<file path="config.mk">
export PLATFORM = sky130hd
export DESIGN_NAME = sqrt_square_check
export DESIGN_NICKNAME = d
export VERILOG_FILES = /design/src/rtl/sqrt_pkg.sv /design/src/rtl/sqrt_square_check.sv
export SDC_FILE = /design/constraint.sdc
export NUM_CORES = 1
export LEC_CHECK = 0
export CORE_MARGIN = 3
export CORE_UTILIZATION = 61
export CTS_CLUSTER_SIZE = 14
export DETAILED_ROUTE_END_ITERATION = 12
export PLACE_DENSITY = 0.92
export SKIP_LAST_GASP = 1
export SYNTH_ARGS = -nofsm -noshare
export SYNTH_HDL_FRONTEND = slang
export SYNTH_SLANG_ARGS = --single-unit
</file>
<file path="constraint.sdc">
create_clock -name i_clk -period 8.9 [get_ports i_clk]
set_input_delay 1.78 -clock i_clk [delete_from_list [all_inputs] [get_ports i_clk]]
set_output_delay 1.78 -clock i_clk [all_outputs]
set_load 0.01 [all_outputs]
</file>
<file path="src/rtl/sqrt_pkg.sv">
// ---------------------------------------------------------------------------
// sqrt_pkg
//   Shared definitions for the iterative Sqrt unit and its companion
//   sqrt_square_check. Both blocks use the same three-state control style
//   (IDLE -> CALC -> DONE), so the state encoding lives here to keep the two
//   in step. The helper sum_width gives the width needed to hold
//   root*root + rem for W-bit operands without overflow.
// ---------------------------------------------------------------------------
package sqrt_pkg;

  // Control states shared by the Sqrt unit and the square checker.
  typedef enum logic [1:0] {
    S_IDLE = 2'd0,
    S_CALC = 2'd1,
    S_DONE = 2'd2
  } state_t;

  // (2^W-1)^2 + (2^W-1) < 2^(2W+1), so 2W+1 bits never overflow.
  function automatic int sum_width(input int w);
    return 2 * w + 1;
  endfunction

endpackage

</file>
<file path="src/rtl/sqrt_square_check.sv">
// ---------------------------------------------------------------------------
// sqrt_square_check
//   Iterative shift-add squarer that rebuilds a radicand from a square-root
//   result: o_sum = root*root + rem. It then flags whether that rebuilt value
//   equals the original radicand (scaled by the fractional bits used by the
//   matching Sqrt instance). One multiplier bit is processed per clock, so a
//   result appears a fixed TOTAL_WIDTH+1 cycles after an accepted start.
//
// Parameters
//   TOTAL_WIDTH     width of radicand, root and remainder operands
//   FRACTION_WIDTH  fractional bits of the matching Sqrt; compare target is
//                   i_rad << FRACTION_WIDTH (must be <= TOTAL_WIDTH+1)
//
// Ports
//   i_clk    clock, rising edge
//   i_rst    synchronous active-high reset, highest priority
//   i_start  start request, only looked at in IDLE
//   i_root   root operand, latched at accepted start
//   i_rem    remainder operand, latched at accepted start
//   i_rad    original radicand, latched at accepted start
//   o_busy   high while the shift-add loop runs
//   o_valid  one-cycle pulse when o_sum / o_match are fresh
//   o_sum    root*root + rem, held until the next result
//   o_match  o_sum equals the zero-extended scaled radicand
// ---------------------------------------------------------------------------
module sqrt_square_check
  import sqrt_pkg::*;
#(
  parameter int TOTAL_WIDTH    = 8,
  parameter int FRACTION_WIDTH = 0
) (
  input  logic                                i_clk,
  input  logic                                i_rst,
  input  logic                                i_start,
  input  logic [TOTAL_WIDTH-1:0]              i_root,
  input  logic [TOTAL_WIDTH-1:0]              i_rem,
  input  logic [TOTAL_WIDTH-1:0]              i_rad,
  output logic                                o_busy,
  output logic                                o_valid,
  output logic [sum_width(TOTAL_WIDTH)-1:0]   o_sum,
  output logic                                o_match
);

  localparam int SUM_WIDTH   = sum_width(TOTAL_WIDTH);
  // One spare bit so the counter can step past TOTAAL-1 without wrapping
  // when TOTAL_WIDTH is a power of two.
  localparam int COUNT_WIDTH = $clog2(TOTAL_WIDTH) + 1;
  localparam logic [COUNT_WIDTH-1:0] LAST_COUNT = COUNT_WIDTH'(TOTAL_WIDTH - 1);
  localparam logic [COUNT_WIDTH-1:0] COUNT_ONE  = COUNT_WIDTH'(1);

  // Registered state
  state_t                   r_state;
  logic [TOTAL_WIDTH-1:0]   r_mcand;
  logic [TOTAL_WIDTH-1:0]   r_mplier;
  logic [TOTAL_WIDTH-1:0]   r_rad;
  logic [COUNT_WIDTH-1:0]   r_count;
  logic [SUM_WIDTH-1:0]     r_acc;
  logic [SUM_WIDTH-1:0]     r_sum;
  logic                     r_match;

  // Next-state values
  state_t                   w_stateNext;
  logic [TOTAL_WIDTH-1:0]   w_mcandNext;
  logic [TOTAL_WIDTH-1:0]   w_mplierNext;
  logic [TOTAL_WIDTH-1:0]   w_radNext;
  logic [COUNT_WIDTH-1:0]   w_countNext;
  logic [SUM_WIDTH-1:0]     w_accNext;
  logic [SUM_WIDTH-1:0]     w_sumNext;
  logic                     w_matchNext;

  // Datapath helpers
  logic [SUM_WIDTH-1:0]     w_partial;
  logic [SUM_WIDTH-1:0]     w_accStep;
  logic [SUM_WIDTH-1:0]     w_target;
  logic                     w_lastStep;

  // The partial product for the current multiplier bit is the multiplicand
  // weighted by the bit position, which is exactly the step counter.
  assign w_partial  = SUM_WIDTH'(r_mcand) << r_count;

  // Accumulator value after this CALC step: add the partial product only
  // when the multiplier bit currently at the bottom of the shifter is set.
  assign w_accStep  = r_mplier[0] ? (r_acc + w_partial) : r_acc;

  // The Sqrt unit returns a root scaled by 2^FRACTION_WIDTH, so its square
  // carries twice that scaling; rebuilding against the shifted radicand
  // keeps the comparison in the same fixed-point frame.
  assign w_target   = SUM_WIDTH'(r_rad) << FRACTION_WIDTH;

  assign w_lastStep = (r_count == LAST_COUNT);

  // Next-state and datapath update. Everything holds by default; IDLE loads
  // the operands on a start, CALC runs one shift-add step per clock, and the
  // final CALC step also publishes the result so it is already on o_sum /
  // o_match during the DONE cycle. The result registers are never cleared
  // outside reset, so they keep the previous answer between operations.
  always_comb begin
    w_stateNext  = r_state;
    w_mcandNext  = r_mcand;
    w_mplierNext = r_mplier;
    w_radNext    = r_rad;
    w_countNext  = r_count;
    w_accNext    = r_acc;
    w_sumNext    = r_sum;
    w_matchNext  = r_match;

    case (r_state)
      S_IDLE: begin
        if (i_start) begin
          w_mcandNext  = i_root;
          w_mplierNext = i_root;
          w_accNext    = SUM_WIDTH'(i_rem);
          w_radNext    = i_rad;
          w_countNext  = '0;
          w_stateNext  = S_CALC;
        end
      end

      S_CALC: begin
        w_accNext    = w_accStep;
        w_mplierNext = r_mplier >> 1;
        w_countNext  = r_count + COUNT_ONE;
        if (w_lastStep) begin
          w_sumNext   = w_accStep;
          w_matchNext = (w_accStep == w_target);
          w_stateNext = S_DONE;
        end
      end

      S_DONE: begin
        w_stateNext = S_IDLE;
      end

      default: begin
        w_stateNext = S_IDLE;
      end
    endcase
  end

  // State and datapath registers. Reset wins over everything, so a reset
  // in the middle of CALC simply drops the operation and no DONE follows.
  always_ff @(posedge i_clk) begin
    if (i_rst) begin
      r_state  <= S_IDLE;
      r_mcand  <= '0;
      r_mplier <= '0;
      r_rad    <= '0;
      r_count  <= '0;
      r_acc    <= '0;
      r_sum    <= '0;
      r_match  <= 1'b0;
    end else begin
      r_state  <= w_stateNext;
      r_mcand  <= w_mcandNext;
      r_mplier <= w_mplierNext;
      r_rad    <= w_radNext;
      r_count  <= w_countNext;
      r_acc    <= w_accNext;
      r_sum    <= w_sumNext;
      r_match  <= w_matchNext;
    end
  end

  // Handshake outputs are pure state decodes, so reset forces them low.
  assign o_busy  = (r_state == S_CALC);
  assign o_valid = (r_state == S_DONE);
  assign o_sum   = r_sum;
  assign o_match = r_match;

endmodule

</file>
==> summary.md, run 1 <==
| Metric | Value |
|---|---|
| Total number of yosys warnings | 0 |
| GPL Wtd Cong | 0.927 |
| Post-Syn Nets | 555 |
| Layout net count | 580 |
| Fmax | 0.216 GHz |
| Starting DRT DRC Count | 283 |
| LEAKAGE | 0.00177 µW |
| Met2 GRT Util | 0.484 |
| Critical path, cell by cell | mux2_2 -> o21ai_0 -> mux2_2 -> nor2_1 -> ha_1 -> a21o_1 -> a21o_1 -> a21oi_1 -> o21ai_0 -> a221oi_1 -> nand3_1 -> nor4_1 -> o2111a_1 -> a22o_1 |
| Distinct cells, synth | 69 |
| Layout fillers | 506 |
| Starting Density | 0.636 |
| Max-Cap Viols | 0 |
| Post-Layout Cell Count | 617 |
| Cts bufs inserted | 9 |
| Final slew viol count | 0 |
| Status | completed |
| Critical path's slowest cell | dfxtp_1 |
| Core Rows | 29 |
| Post-synth EDFFs | 0 |
| Die span in x | 87.6 µm |
| PwrDens | 153 nW/µm² |
| Ys async rst share | 0 |
| Part of the Yosys area used for sequential elements | 0.321 |
| Setup TNS | 0 ns |
| Die Y | 87.6 µm |
| Worst-path clk slew | 0.07 ns |
| Die Area | 7670 µm² |
| Via-per-instance ratio | 6.45 |
| Mapped cell area | 4060 µm² |
| Max stage delay on crit path | 0.72 ns |
| Main synth FF type | dfxtp_1 |
| Cells after synthesis | 510 |
| Vias in the first global route | 3741 |
| Worst-Margin Slew | 1.22 ns |
| Final WL | 10.9 mm |
| Routed WL per cell | 17.7 µm |
| # DRC | 0 |
| First-pass GRT wire length | 18.0 mm |
| IO Pins | 47 |
| Hold bufs inserted after CTS | 0 |
| Reg-to-reg endpoint | o_match |
| GRT overflow | 0 |
| DRT antenna net count | 0 |
| Max Root-Sink Buffers | 2 |
| Post-synthesis register bit count | 65 |
| Largest net degree at the start of global routing | 54 |
| Drt first pass iters | 5 |
| CTS resizes | 0 |
| CP required | 9.19 ns |
| CP arrival | 4.92 ns |
| DP HPWL | 7.77 mm |
| Skew-Pair Late Insertion Delay | 0.36 ns |
| Root buf cell | clkbuf_8 |
| Number of port buffers | 46 |
| GRT Total Usage | 0.300 |
| Fin crit share | 0.520 |
| Diode count | 0 |
| Maximum vdd ir drop | 0.000153 V |
| Global routing's busiest layer | met2 |
| Relative slew slack | 0.187 |
| Area grow syn2layout | 15.0% |
| Clock Sinks | 65 |
| Min cycle time layout | 4.63 ns |
| CP Class | flip-flop to flip-flop |
| Clk_skew | 0.0108 ns |
| Fin. Hold Viols | 0 |
| Layout cells sized above 1 | 0.0778 |
| Critical Path End | o_match |
| HP Class | flip-flop to flip-flop |
| Post-CTS Setup Inserts | 0 |
| H-tree depth | 3 |
| RSZ-0062 raised after global routing | false |
| Global routing met1 resource utilization | 0.380 |
| Placed Instances | 601 |
| Average size of a mapped cell | 7.96 µm² |
| Vias | 3981 |
| Finish-stage setup viols | 0 |
| CP Launch Point | r_count[1] |
| R2R Setup Slk | 4.27 ns |
| R2r worst-path depth | 14 |
| CP startpoint kind | flip-flop |
| CP max FO | 16 |
| Origin of the critical flop-to-flop path | r_count[1] |
| TritonCTS clock tree | yes |
| Initial antenna violation count | 0 |
| Setup crit end kind | flip-flop |
| Core area | 6390 µm² |
| Met3 usage | 0.0781 |
==> through the flow <==
| step | power (µW) | utilization | setup slack [ns] | hold WS [ns] | area (µm²) |
|---|---|---|---|---|---|
| 6_report | 714 | 0.731 | 4.27 | 0.460 | 4670 |
| 5_1_grt | 745 | 0.731 | 3.85 | 0.476 | 4670 |
| 4_1_cts | 713 | 0.731 | 4.41 | 0.461 | 4670 |
| 3_5_place_dp | 464 | 0.700 | 4.45 | 0.449 | 4470 |
| 3_3_place_gp | 458 | 0.700 | 4.67 | 0.439 | 4470 |
| 2_1_floorplan | 425 | - | 5.15 | 0.425 | 4060 |
==> worst max-delay path, delay by kind of cell (launching register included) <==
kind,cells,cell delay (ns)
DFF,1,0.72
adders and majority gates,1,0.42
muxes,2,0.68
AOI/OAI and AO/OA,8,2.11
and+or+nand+nor,3,0.63
==> area by class of cell <==
class	count	area [µm²]	area share
clock buffers	11	141	0.0303
clock inverters	5	55.1	0.0118
well taps	77	96.3	0.0206
multi-input cells	404	2570	0.552
flip-flops and latches	65	1300	0.279
inverters	8	35.0	0.00751
repair buffers	47	463	0.0992
==> metal layers <==
metal	share of wire	up-vias
met5	0	-
met4	0.031	0
met3	0.082	40
met2	0.48	210
met1	0.41	1826
li1	-	1905
==> placed cells by master (no fill, tap or decap), types with 6 or more instances in the layout <==
master           instances
ha_1                    17
a22o_1                   6
nand2_1                 73
o22ai_1                  9
a22oi_1                  8
o21ai_0                 35
nor2_1                  55
clkbuf_8                10
nor2b_1                  6
clkdlybuf4s50_1         45
nand2b_1                 7
nor3_1                   9
mux2i_1                 11
mux2_2                   8
nand3_1                  8
dfxtp_1                 65
xnor2_1                 13
a21oi_1                 40
inv_1                    6
a211oi_1                13
a21o_1                   7
==> sequential cells by signal (all words and copies together), names as in the netlist <==
register	cells
r_mcand	8
r_acc	17
r_state	2
r_mplier	8
o_sum	17
o_match	1
r_rad	8
r_count	4
==> power by group <==
part           total [µW]  internal, µW  switching (µW)
logic                 140          62.4            77.4
registers             322           304            18.3
clock network         252           136             116
total                 714           502             212
==> worst min-delay path by stage <==
stage | start | depth (start not counted) | end
CTS | o_sum[15] | 2 | o_sum[15]
floorplan | r_mplier[1] | 2 | r_mplier[1]
global route | r_mplier[6] | 2 | r_mplier[6]
finish | o_sum[15] | 2 | o_sum[15]
global placement | r_mplier[1] | 2 | r_mplier[1]
detailed placement | r_mplier[6] | 2 | r_mplier[6]
==> synth_stat cells, drive strengths merged (9+ instances only) <==
library cell,count,area share
nand2,73,0.068
dfxtp,65,0.32
nor2,56,0.052
a21oi,41,0.051
o21ai,35,0.043
clkbuf,22,0.021
ha,17,0.052
a211oi,13,0.024
xnor2,13,0.028
buf,11,0.016
mux2i,11,0.027
a21o,10,0.019
mux2,9,0.025
nor3,9,0.011
o22ai,9,0.014
==> logic make-up after synthesis <==
group                      count (synthesis)  synth area share
buffers and inverters                     41            0.0459
DFF                                       65             0.321
adders and majority gates                 18            0.0573
and+or+nand+nor                          186             0.204
xor gates and xnor gates                  19            0.0524
muxes                                     20            0.0521
AOI/OAI and AO/OA                        161             0.268
Power figures use the tool's default switching activity.
==> run 2, diff against run 1 <==
CORE_UTILIZATION = 51   (was 61)
PLACE_DENSITY = 0.83   (was 0.92)
clock period = 4.2 ns   (was 8.9 ns; I/O delays follow)
==> run 2 against run 1 <==
Count of clock-buffer cells in the layout grew 1. Clock power grew 110%. Sequential cell count is the same. Register-to-register slack lost 4.0 ns. Largest cell class unchanged.
==> summary.md, run 2 (same netlist as run 1, synthesis figures left out) <==
| Metric | Value |
|---|---|
| Via-per-instance ratio | 6.09 |
| Fmax | 0.255 GHz |
| Switching fraction of total power | 0.288 |
| Initial antenna violation count | 0 |
| Maximum vdd ir drop | 0.000253 V |
| Final worst slack | 0.274 ns |
| Hold_ws | 0.459 ns |
| Setup TNS | 0 ns |
| Starting DRT DRC Count | 350 |
| Root buf cell | clkbuf_8 |
| GRT Total Usage | 0.254 |
| Reg-to-reg endpoint | r_acc[16] |
| Critical path, cell by cell | buf_4 -> mux2_1 -> o21ai_1 -> mux2_2 -> nor2_1 -> ha_1 -> a21o_1 -> a21o_1 -> a21oi_1 -> o211ai_2 -> o211a_1 -> o2111ai_1 -> nand4_1 -> a2111oi_4 -> o21ai_0 |
| Max Root-Sink Buffers | 2 |
| Dpl ws | 0.115 ns |
| Crit-path leading delay family | compound AO/OA/AOI/OAI gates |
| Relative slew slack | 0.293 |
| Max stage delay on crit path | 0.43 ns |
| Finish-stage setup viols | 0 |
| Buf/Inv on CP | 1 |
| Crit. path cell count | 15 |
| RSZ-0062 raised after global routing | true |
| First-pass GRT wire length | 18.0 mm |
| CP max FO | 10 |
| Diode count | 0 |
| Status | completed |
| Design area | 4800 µm² |
| Vias | 3952 |
| Commonest non-fill, non-tap cell in the layout | nand2_1 |
| Most frequent cells in the layout | nand2_1 (73), dfxtp_1 (63), nor2_1 (56) |
| Setup crit end kind | flip-flop |
| Layout fillers | 618 |
| Origin of the critical flop-to-flop path | r_count[1] |
| Post-CTS Setup Inserts | 0 |
| CP required | 4.40 ns |
| Layout net count | 591 |
| Cts bufs inserted | 9 |
| Worst-path clk slew | 0.07 ns |
| # DRC | 0 |
| Skew-Pair Late Insertion Delay | 0.35 ns |
| R2r worst-path depth | 15 |
| CP Launch Point | r_count[1] |
| Combinational share of power | 0.198 |
| CP Class | flip-flop to flip-flop |
| HP Class | flip-flop to flip-flop |
| Clock power frac | 0.354 |
| DP HPWL | 7.89 mm |
| DRT antenna net count | 0 |
| TritonCTS clock tree | yes |
| Vias in the first global route | 3786 |
| Cell area after placement | 4580 µm² |
| Fin crit share | 0.935 |
| R2R Setup Slk | 0.27 ns |
| Drt first pass iters | 5 |
| Final WL | 10.8 mm |
| Switching pwr | 437 µW |
| Min cycle time layout | 3.93 ns |
| Die span in x | 95.2 µm |
| PwrDens | 317 nW/µm² |
| Area grow syn2layout | 18.2% |
| GPL Wtd Cong | 0.945 |
| H-tree depth | 3 |
| Final slew viol count | 0 |
| Die Area | 9060 µm² |
| LEAKAGE | 0.00184 µW |
| Clock Sinks | 65 |
| CP arrival | 4.12 ns |
| GRT overflow | 0 |
| Clk_skew | 0.00755 ns |
| Placed Instances | 634 |
| IO Pins | 47 |
| Max-Cap Viols | 0 |
| Die Y | 95.2 µm |
| Worst-Margin Slew | 1.06 ns |
| Post-Layout Cell Count | 649 |
| Internal Power | 1080 µW |
| Register share of total power | 0.448 |
| Number of port buffers | 46 |
| Critical Path End | r_acc[16] |
| CP startpoint kind | flip-flop |
| Layout cells sized above 1 | 0.100 |
| Core area | 7490 µm² |
| Starting Density | 0.542 |
| Crit path top cell by count | a21o_1 |
| Largest net degree at the start of global routing | 52 |
| Core Rows | 31 |
| Fin. Hold Viols | 0 |
| Routed WL per cell | 16.7 µm |
| Critical path's slowest cell | dfxtp_2 |
run 2: worst register-to-register path, stage by stage, from the launching register on:
cell       delay [ns]
dfxtp_2          0.43
buf_4            0.20
mux2_1           0.35
o21ai_1          0.19
mux2_2           0.20
nor2_1           0.05
ha_1             0.40
a21o_1           0.23
a21o_1           0.17
a21oi_1          0.25
o211ai_2         0.13
o211a_1          0.27
o2111ai_1        0.22
nand4_1          0.17
a2111oi_4        0.40
o21ai_0          0.14
run 2: area by class of cell:
cell class                 instances  area, µm²  area share
sequential                        65       1300       0.272
clock buffer                      12        155      0.0323
timing repair buffer              58        546       0.114
tap                               99        124      0.0258
inverter                           8       35.0     0.00730
clock inverter                     3       40.0     0.00834
multi-input combinational        404       2600       0.541
run 2: power by group through the flow:
stage | clock (µW) | sequential, µW | combinational, µW
global placement | 0 | 693 | 286
finish | 539 | 681 | 301
floorplan | 0 | 675 | 226
global route | 568 | 685 | 331
detailed placement | 0 | 693 | 295
CTS | 546 | 680 | 297
run 2: what timing repair did:
item / CTS / global route
hold buffers: 0 / 0
endpoints found under the setup margin: 0 / 3
resized for setup: 0 / 7
run 2: routing by layer:
| metal | up-vias | GRT usage | wire length, µm |
|---|---|---|---|
| met5 | - | 0 | 0 |
| met4 | 0 | 0.102 | 241 |
| met3 | 21 | 0.0584 | 605 |
| met2 | 123 | 0.430 | 5320 |
| met1 | 1874 | 0.309 | 4660 |
| li1 | 1934 | - | - |
run 2: how the worst min path moves through the flow:
stage | slack, ns | endpoint | cells after the start | start
floorplan | 0.43 | r_mplier[1] | 2 | r_mplier[1]
global placement | 0.44 | r_mplier[1] | 2 | r_mplier[1]
detailed placement | 0.45 | o_sum[15] | 2 | o_sum[15]
CTS | 0.46 | o_sum[15] | 2 | o_sum[15]
global route | 0.49 | o_sum[15] | 2 | o_sum[15]
finish | 0.46 | o_sum[15] | 2 | o_sum[15]
run 2: stage by stage:
stage,utilization,power (µW)
floorplan,-,901
global placement,0.611,979
detailed placement,0.611,989
CTS,0.637,1520
global route,0.641,1580
finish,0.641,1520
==> RTL change (config.mk and constraints of run 2) <==
Register the inputs `i_start`, `i_root`, `i_rem` and `i_rad` before use, without a reset. The logic sees them one clock later.
--- a/src/rtl/sqrt_square_check.sv
+++ b/src/rtl/sqrt_square_check.sv
@@ -47,6 +47,18 @@
   localparam int COUNT_WIDTH = $clog2(TOTAL_WIDTH) + 1;
   localparam logic [COUNT_WIDTH-1:0] LAST_COUNT = COUNT_WIDTH'(TOTAL_WIDTH - 1);
   localparam logic [COUNT_WIDTH-1:0] COUNT_ONE  = COUNT_WIDTH'(1);
+
+  logic i_start_q;
+  logic [TOTAL_WIDTH-1:0] i_root_q;
+  logic [TOTAL_WIDTH-1:0] i_rem_q;
+  logic [TOTAL_WIDTH-1:0] i_rad_q;
+
+  always_ff @(posedge i_clk) begin
+    i_start_q <= i_start;
+    i_root_q  <= i_root;
+    i_rem_q   <= i_rem;
+    i_rad_q   <= i_rad;
+  end
 
   // Registered state
   state_t                   r_state;
@@ -106,11 +118,11 @@
 
     case (r_state)
       S_IDLE: begin
-        if (i_start) begin
-          w_mcandNext  = i_root;
-          w_mplierNext = i_root;
-          w_accNext    = SUM_WIDTH'(i_rem);
-          w_radNext    = i_rad;
+        if (i_start_q) begin
+          w_mcandNext  = i_root_q;
+          w_mplierNext = i_root_q;
+          w_accNext    = SUM_WIDTH'(i_rem_q);
+          w_radNext    = i_rad_q;
           w_countNext  = '0;
           w_stateNext  = S_CALC;
         end
Formal check against the unedited RTL: not equivalent (Yosys sat finds a counterexample within 4 cycles, from zero or initial values and one cycle with i_rst high).
==> RTL change against run 2 <==
- total power up 25%
- area after synthesis up 18%
- fmax about the same
- routed wire length up 15%
- sequential cell count up 25
- worst setup slack better by 2.3 ps
- cell count up 13%
- clock skew up 8.8 ps
- sequential share of layout area up 5.5 points
- design area up 15%
==> RTL change: results (changes against run 2) <==
| Metric | Value |
|---|---|
| Leakage power summed over all cells | 2.090 nW (+13%) |
| CTS Root Buffer Type | sky130_fd_sc_hd__clkbuf_8 |
| Min-Delay Endpoint | r_rad[4] |
| Warnings from Yosys | 0 (unchanged) |
| Drt via density | 6.120 (+0.50%) |
| Fraction of layout instances using a drive strength above 1 | 7.348% (-2.7 points) |
| Port bufs | 46 (unchanged) |
| Total length of routed wires | 12.50 mm (+15%) |
| Syn avg cell area | 8.083 sq um (+1.6%) |
| Status | finished, final reports clean |
| Slowest cell on the critical path | sky130_fd_sc_hd__or4_1 |
| Final HPWL from detailed placement | 8.853 mm (+12%) |
| Max VDD drop | 0.2241 mV (-12%) |
| Final clock skew | 16.33 ps (+8.785 ps) |
| CP delay by family, top | simple AND/OR/NAND/NOR gates |
| Total Nets Final | 667 (+13%) |
| Cell total after placement | 719 (+13%) |
| Most common library cells after synthesis | 91 x sky130_fd_sc_hd__nand2_1, 90 x sky130_fd_sc_hd__dfxtp_1, 70 x sky130_fd_sc_hd__nor2_1 |
| Start point of the worst hold path | i_rad_q[4] |
| Detailed-router iteration count before antenna repair | 4 (-1) |
| Num CTS Buffers | 9 (unchanged) |
| Endpoint arrival time on the critical path | 4240 ps (+120 ps) |
| Clk slew on worst S/H paths | 100 ps (+30 ps) |
| Hold Path Class | reg2reg |
| Worst setup timing slack at the placement stage | 206.9 ps (+92.24 ps) |
| Count of routing violations after the opening detailed-route iteration | 318 (-9.1%) |
| Share of flip-flops with an asynchronous set or reset | 0% (unchanged) |
| Global-route usage over all layers | 24.61% (-0.74 points) |
| Switching share of power | 28.90% (+0.15 points) |
| Reg2reg path depth | 14 (-1) |
| Number of global-route vias before repair | 4209 (+11%) |
| Number of H-tree branching levels | 3 (unchanged) |
| Portion of the post-synthesis area used by sequential elements | 37.72% (+5.7 points) |
| Rel. slew slack | 22.87% (-6.4 points) |
| Largest stage delay on the critical path | 500 ps (+70 ps) |
| Synthesized Nets | 636 (+15%) |
| Post-detailed-route wirelength per cell | 17.03 um (+2.1%) |
| Critical-path maximum fanout | 10 (unchanged) |
| R2r endpoint | o_match |
| Dominant cells by area after synthesis | sky130_fd_sc_hd__dfxtp_1 38%, sky130_fd_sc_hd__nand2_1 7.2%, sky130_fd_sc_hd__nor2_1 5.5%, sky130_fd_sc_hd__a21oi_1 5.0%, sky130_fd_sc_hd__ha_1 4.5% |
| Final worst-path cycle share | 93.41% (about the same) |
| Maximum number of pins on one net before global-route repair | 66 (+27%) |
| Clk_lat worst skew | 370 ps (+20 ps) |
| Wire length of the first global-routing pass | 20.56 mm (+14%) |
| Routability Congestion | 0.9184 (-2.8%) |
| Buffer levels on the longest clock path | 2 (unchanged) |
RTL change: cell types whose count changed in the layout (fill, tap and decap cells not counted), sizes merged, moves of 6 or more:
cell / change
o21ai: -11
dfxtp: +25
nor2: +14
nand2: +18
a211oi: +10
nand2b: -6
a31oi: +18
a21oi: +7
RTL change: per-layer routing:
metal | wire, um | GRT usage [%] | vias to the layer above
met5 | 0 | 0 | -
met3 | 591 | 3.857 | 21
met1 | 5798 | 33.33 | 2118
li1 | - | - | 2194
met4 | 220 | 7.470 | 0
met2 | 5889 | 40.57 | 159
RTL change: timing repair:
item,CTS,global route
endpoints found under the hold margin,0,0
setup buffers,0,0
resized for setup,0,2
setup endpoints to repair,0,4
hold buffers,0,0
RTL change: area by class of cell:
cell class	count	area [sq um]
fill	793	3371
multi-input combinational	453	2780
clock inverter	6	95.09
timing repair buffer	58	545.5
clock buffer	9	123.9
inverter	10	37.54
sequential	90	1803
tap	108	135.1
RTL change: logic make-up after synthesis:
logic type	share of synthesized area, %
AO/OA/AOI/OAI	22.47
XOR/XNOR	2.383
adder cells (fa/ha/maj)	4.872
buffers and inverters	4.269
flip-flops	37.72
multiplexers	4.557
AND/OR/NAND/NOR	23.73
RTL change: power by group through the flow:
stage | clock [mW] | sequential, mW | combinational [mW]
after floorplan | 0 | 0.926 | 0.233
after global placement | 0 | 0.936 | 0.304
after detailed placement | 0 | 0.937 | 0.310
after CTS | 0.684 | 0.918 | 0.312
after global routing | 0.715 | 0.924 | 0.350
final | 0.671 | 0.919 | 0.317
RTL change: through the flow:
stage	cell area, sq um	hold slack (ps)
final	5520	439.5
after global placement	5294	421.9
after floorplan	4777	417.4
after global routing	5520	462.4
after detailed placement	5294	430.4
after CTS	5513	444.1
